===== src/rtl/seg_scan_mux.sv =====
// seg_scan_mux: time-multiplexed seven-segment scanner with prescaler, blanking and frame strobe.
// Optional anti-ghosting guard cycle at each slot start when SEG_SCAN_GUARD_EN is defined.
module seg_scan_mux #(
  parameter int NUM_DIGITS = 4,
  parameter int SEG_W      = 7,
  parameter int TICK_DIV   = 50000
) (
  input  logic                          clk,
  input  logic                          rst,
  input  logic [NUM_DIGITS*SEG_W-1:0]   seg_in,
  input  logic [NUM_DIGITS-1:0]         digit_en,
  output logic [SEG_W-1:0]              seg_out,
  output logic [NUM_DIGITS-1:0]         an_out,
  output logic [$clog2(NUM_DIGITS)-1:0] digit_idx,
  output logic                          frame_start
);
  localparam int CW = $clog2(TICK_DIV);
  localparam int IW = $clog2(NUM_DIGITS);

  logic [CW-1:0]         cnt_q, cnt_d;
  logic [IW-1:0]         idx_q, idx_d;
  logic                  wrapped_q, wrapped_d;
  logic                  slot_end, last_digit, guard, blank, fs_d;
  logic [SEG_W-1:0]      seg_d;
  logic [NUM_DIGITS-1:0] an_d;

  always_comb begin
    slot_end   = cnt_q == CW'(TICK_DIV - 1);
    last_digit = idx_q == IW'(NUM_DIGITS - 1);
    cnt_d      = slot_end ? '0 : cnt_q + CW'(1);
    idx_d      = slot_end ? (last_digit ? '0 : idx_q + IW'(1)) : idx_q;
    wrapped_d  = wrapped_q | (slot_end & last_digit);
`ifdef SEG_SCAN_GUARD_EN
    guard      = cnt_q == '0;
`else
    guard      = 1'b0;
`endif
    blank      = !digit_en[idx_q] || guard;
    an_d       = blank ? '1 : ~(NUM_DIGITS'(1) << idx_q);
    seg_d      = blank ? '1 : seg_in[idx_q*SEG_W +: SEG_W];
    fs_d       = (idx_q == '0) && (cnt_q == '0) && wrapped_q;
  end

  // Outputs are registered from the current state, so they trail cnt/idx by one cycle.
  always_ff @(posedge clk or posedge rst) begin
    if (rst) begin
      cnt_q       <= '0;
      idx_q       <= '0;
      wrapped_q   <= 1'b0;
      seg_out     <= '1;
      an_out      <= '1;
      digit_idx   <= '0;
      frame_start <= 1'b0;
    end else begin
      cnt_q       <= cnt_d;
      idx_q       <= idx_d;
      wrapped_q   <= wrapped_d;
      seg_out     <= seg_d;
      an_out      <= an_d;
      digit_idx   <= idx_q;
      frame_start <= fs_d;
    end
  end
endmodule


===== config.mk =====
export PLATFORM = sky130hd
export DESIGN_NAME = seg_scan_mux
export DESIGN_NICKNAME = d
export VERILOG_FILES = /design/src/rtl/seg_scan_mux.sv
export SDC_FILE = /design/constraint.sdc
export NUM_CORES = 1
export LEC_CHECK = 0
export CORE_MARGIN = 8
export CORE_UTILIZATION = 46
export DETAILED_ROUTE_END_ITERATION = 10
export PLACE_DENSITY = 0.88
export SLEW_MARGIN = 20
export SYNTH_ARGS = -nofsm -noshare
export SYNTH_HDL_FRONTEND = slang
export SYNTH_SLANG_ARGS = --single-unit

===== constraint.sdc =====
create_clock -name clk -period 2.15 [get_ports clk]
set_clock_uncertainty 0.2 [all_clocks]
set_input_delay 0.43 -clock clk [delete_from_list [all_inputs] [get_ports clk]]
set_output_delay 0.43 -clock clk [all_outputs]
set_load 0.01 [all_outputs]

==> metrics.md <==
| Metric | Value |
|---|---|
| WP data required | `1.52 ns` |
| Gpl congestion | `0.8181` |
| Slowest stage delay, CP | `0.54 ns` |
| Worst-skew pair later-pin latency | `0.33 ns` |
| Root Buffer | `clkbuf_4` |
| Crit start category | `register` |
| Largest net degree at the start of global routing | `34` |
| Unique masters post-synth | `28` |
| Total grt overflow | `0` |
| Worst setup path startpoint | `an_out[3]$_DFF_PP1_` |
| Hold path endpoint | `wrapped_q$_DFF_PP0_` |
| Avg Cell Area, Syn | `between 10 and 15 µm²` |
| Placed insts | `roughly 220` |
| Routed WL | `around 3.5 mm` |
| Worst Path Max Fanout | `1` |
| # clock sinks | `33` |
| Yosys reg bits | `33` |
| Worst r2r dst | `idx_q[0]$_DFFE_PP0N_` |
| Min Clock Period, post-route | `between 2 and 2.5 ns` |
| Worst-margin pin slew | `0.4627 ns` |
| Top cell type's share of synthesized area | `34.11%` |
| CTS tree | `built` |
| Start of the worst register-to-register path | `cnt_q[0]$_DFF_PP0_` |
| CTS Hold Bufs | `0` |
| Worst Hold Depth | `1` |
| DRT antenna net count | `0` |
| GRT Resource Usage Total | `14.82%` |
| Commonest non-fill, non-tap cell in the layout | `clkdlybuf4s50_1` |
| Worst-path cell chain | `clkdlybuf4s50_1` |
| Worst ir drop on vdd | `273.7 µV` |
| Final Cycle Share | `94.48%` |
| PwrDens | `511.6 nW/µm²` |
| Global-route wire length before repair | `approximately 6.3 mm` |
| Hold_sp | `wrapped_q$_DFF_PP0_` |
| Largest area contributor in the netlist | `dfrtp_1` |
| Resized Gates After CTS | `0` |
| CTS Buffer Depth | `2` |
| Worst path bufs/invs | `1` |
| Worst Hold Class | `reg -> reg` |
| RSZ-0062 raised after global routing | `no` |
| Synthesized area | `~1600 µm²` |
| Ports | `48` |
| Final Slew Violations | `0` |
| TritonCTS Buffers | `5` |
| Leak Pwr | `0.9489 nW` |
| Area grow syn2layout | `37.05%` |
| Final setup fails | `0` |
| Slew Limit Headroom | `between 60% and 70%` |
| TNS Setup | `0 ns` |
| First drt pass iteration count | `4` |
| Synth top area cells | `dfrtp_1 (34%), dfstp_2 (18%), mux4_2 (11%), ha_1 (4.7%), xor2_1 (3.8%)` |
| Layout Cells excl Fill | `227` |
| Fillers | `275` |
| IO Port Bufs | `47` |
| Status | `completed` |
| Starting Density | `47.99%` |
| Reg-to-reg slack, setup | `0.22 ns` |
| Register area share after synthesis | `52.02%` |
| Fin nets | `220` |
| Horizontal die dimension | `75.24 µm` |
| Die area | `5660 µm²` |
| Wire per inst | `15.58 µm` |
| Critical Path Slowest Stage Cell | `dfstp_2` |
| Vias in the first global route | `between 1000 and 1500` |
| CP Data Arrival Time | `1.40 ns` |
| Commonest non-fill, non-tap cells in the layout | `clkdlybuf4s50_1 (47), dfrtp_1 (22), dfstp_2 (11)` |
| Drt via density | `5.308` |
| Critical path type | `reg -> out` |
| Initial DRC count | `55` |
| Die Ht | `75.24 µm` |
| Floorplan core area | `3363 µm²` |
| Vias post-DR | `1205` |
| Reg2Reg Depth | `5` |
| H-tree levels | `2` |
| Worst Setup End Kind | `primary output` |
| Clock slew at reported path FFs | `0.09 ns` |
| Fin util | `65.77%` |
| Final HPWL DP | `2.877 mm` |
| Critical path's top delay family | `flip-flops` |
| Maxcap violations | `0` |
| Cell Rows | `21` |
| Total nets after synthesis | `168` |
| Post-CTS Repair Setup Buffers | `0` |
| DRC Markers | `0` |
| Synth Instances | `128` |
| Initial antenna violation count | `0` |
| Fmax | `492.3 MHz` |
| Share of cells above drive strength 1 | `approximately a fifth` |
| Endpoints failing hold | `0` |
| Syn. warnings | `0` |
| ANT cells | `0` |
-- final cells by class --
cell class | count | area (µm²) | area share [%]
Clock inverter | 1 | 5.005 | 0.2262
Tap cell | 46 | 57.56 | 2.602
Inverter | 5 | 18.77 | 0.8484
Timing Repair Buffer | 50 | 493.0 | 22.29
Clock buffer | 7 | 65.06 | 2.941
Sequential cell | 33 | 839.6 | 37.95
Multi-Input combinational cell | 85 | 733.2 | 33.14
-- stage by stage --
| stage | instance area (µm²) | setup slack (ns) | total power [mW] | hold WS, ns |
|---|---|---|---|---|
| 6_report | 2212 | 0.1188 | 1.132 | 0.2663 |
| 5_1_grt | 2212 | 0.07010 | 1.176 | 0.3036 |
| 4_1_cts | 2212 | 0.08751 | 1.148 | 0.2727 |
| 3_5_place_dp | 2142 | 0.2585 | 0.7617 | 0.2503 |
| 3_3_place_gp | 2142 | 0.3653 | 0.7581 | 0.2524 |
| 2_1_floorplan | 1614 | 0.3232 | 0.6794 | 0.1993 |
-- synth_stat cells --
| cell type | number |
|---|---|
| dfrtp_1 | 22 |
| dfstp_2 | 11 |
| nand3_1 | 10 |
| mux4_2 | 8 |
| nand2_1 | 7 |
| nand2b_1 | 7 |
| nor2_1 | 7 |
| xor2_1 | 7 |
| ha_1 | 6 |
| inv_1 | 5 |
| xnor2_1 | 5 |
| and4_1 | 4 |
| nand4_1 | 4 |
| and2_1 | 3 |
| o21ai_0 | 3 |
| and3_1 | 2 |
| and4_2 | 2 |
| buf_2 | 2 |
| clkbuf_1 | 2 |
| nor3_1 | 2 |
| nor4_4 | 2 |
| a21o_1 | 1 |
| clkbuf_2 | 1 |
| mux2_2 | 1 |
| nand2_2 | 1 |
| nor4_1 | 1 |
| or3_1 | 1 |
| or4b_2 | 1 |
-- power breakdown --
| part | total (mW) | internal [mW] | switching, mW | leakage (nW) |
|---|---|---|---|---|
| combinational | 0.112 | 0.0789 | 0.0328 | 0.499 |
| clock | 0.384 | 0.189 | 0.194 | 0.0413 |
| sequential | 0.636 | 0.634 | 0.00224 | 0.409 |
| total | 1.13 | 0.902 | 0.229 | 0.949 |
-- routing by layer --
metal  vias up  wire length (µm)  GRT usage, %
li1        560                 -             -
met1       597              1435         15.63
met2        43              1818         25.62
met3         5               242         6.525
met4         0                40         5.117
met5         -                 0             0
-- worst max path at each step --
stage,slack (ns),endpoint,cells past startpoint
after floorplan,0.32,frame_start$_DFF_PP0_,5
after global placement,0.37,seg_out[1]$_DFF_PP1_,3
after detailed placement,0.26,idx_q[0]$_DFFE_PP0N_,5
after CTS,0.09,seg_out[3],1
after global routing,0.07,an_out[3],1
final,0.12,an_out[3],1
-- state kept, by name, indices dropped and copies added, names as in the netlist --
name / count
frame_start: 1
seg_out: 7
digit_idx: 2
wrapped_q: 1
an_out: 4
idx_q: 2
cnt_q: 16
-- worst reg2reg max path: cells and delay by family, from the launching register on --
family,cells,cell delay (ns)
AO/OA/AOI/OAI,1,0.09
adder cells (fa/ha/maj),1,0.25
flip-flops,1,0.42
AND/OR/NAND/NOR,3,0.87
-- cell families (layout without fill, tap and decap cells) --
family	count (synthesis)	in the layout	synth area share, %
AO/OA/AOI/OAI	4	4	1.395
XOR/XNOR	12	12	6.512
adder cells (fa/ha/maj)	6	6	4.651
buffers and inverters	10	63	2.558
flip-flops	33	33	52.02
multiplexers	9	9	11.86
AND/OR/NAND/NOR	54	54	21.01
Power figures use the tool's default switching activity.
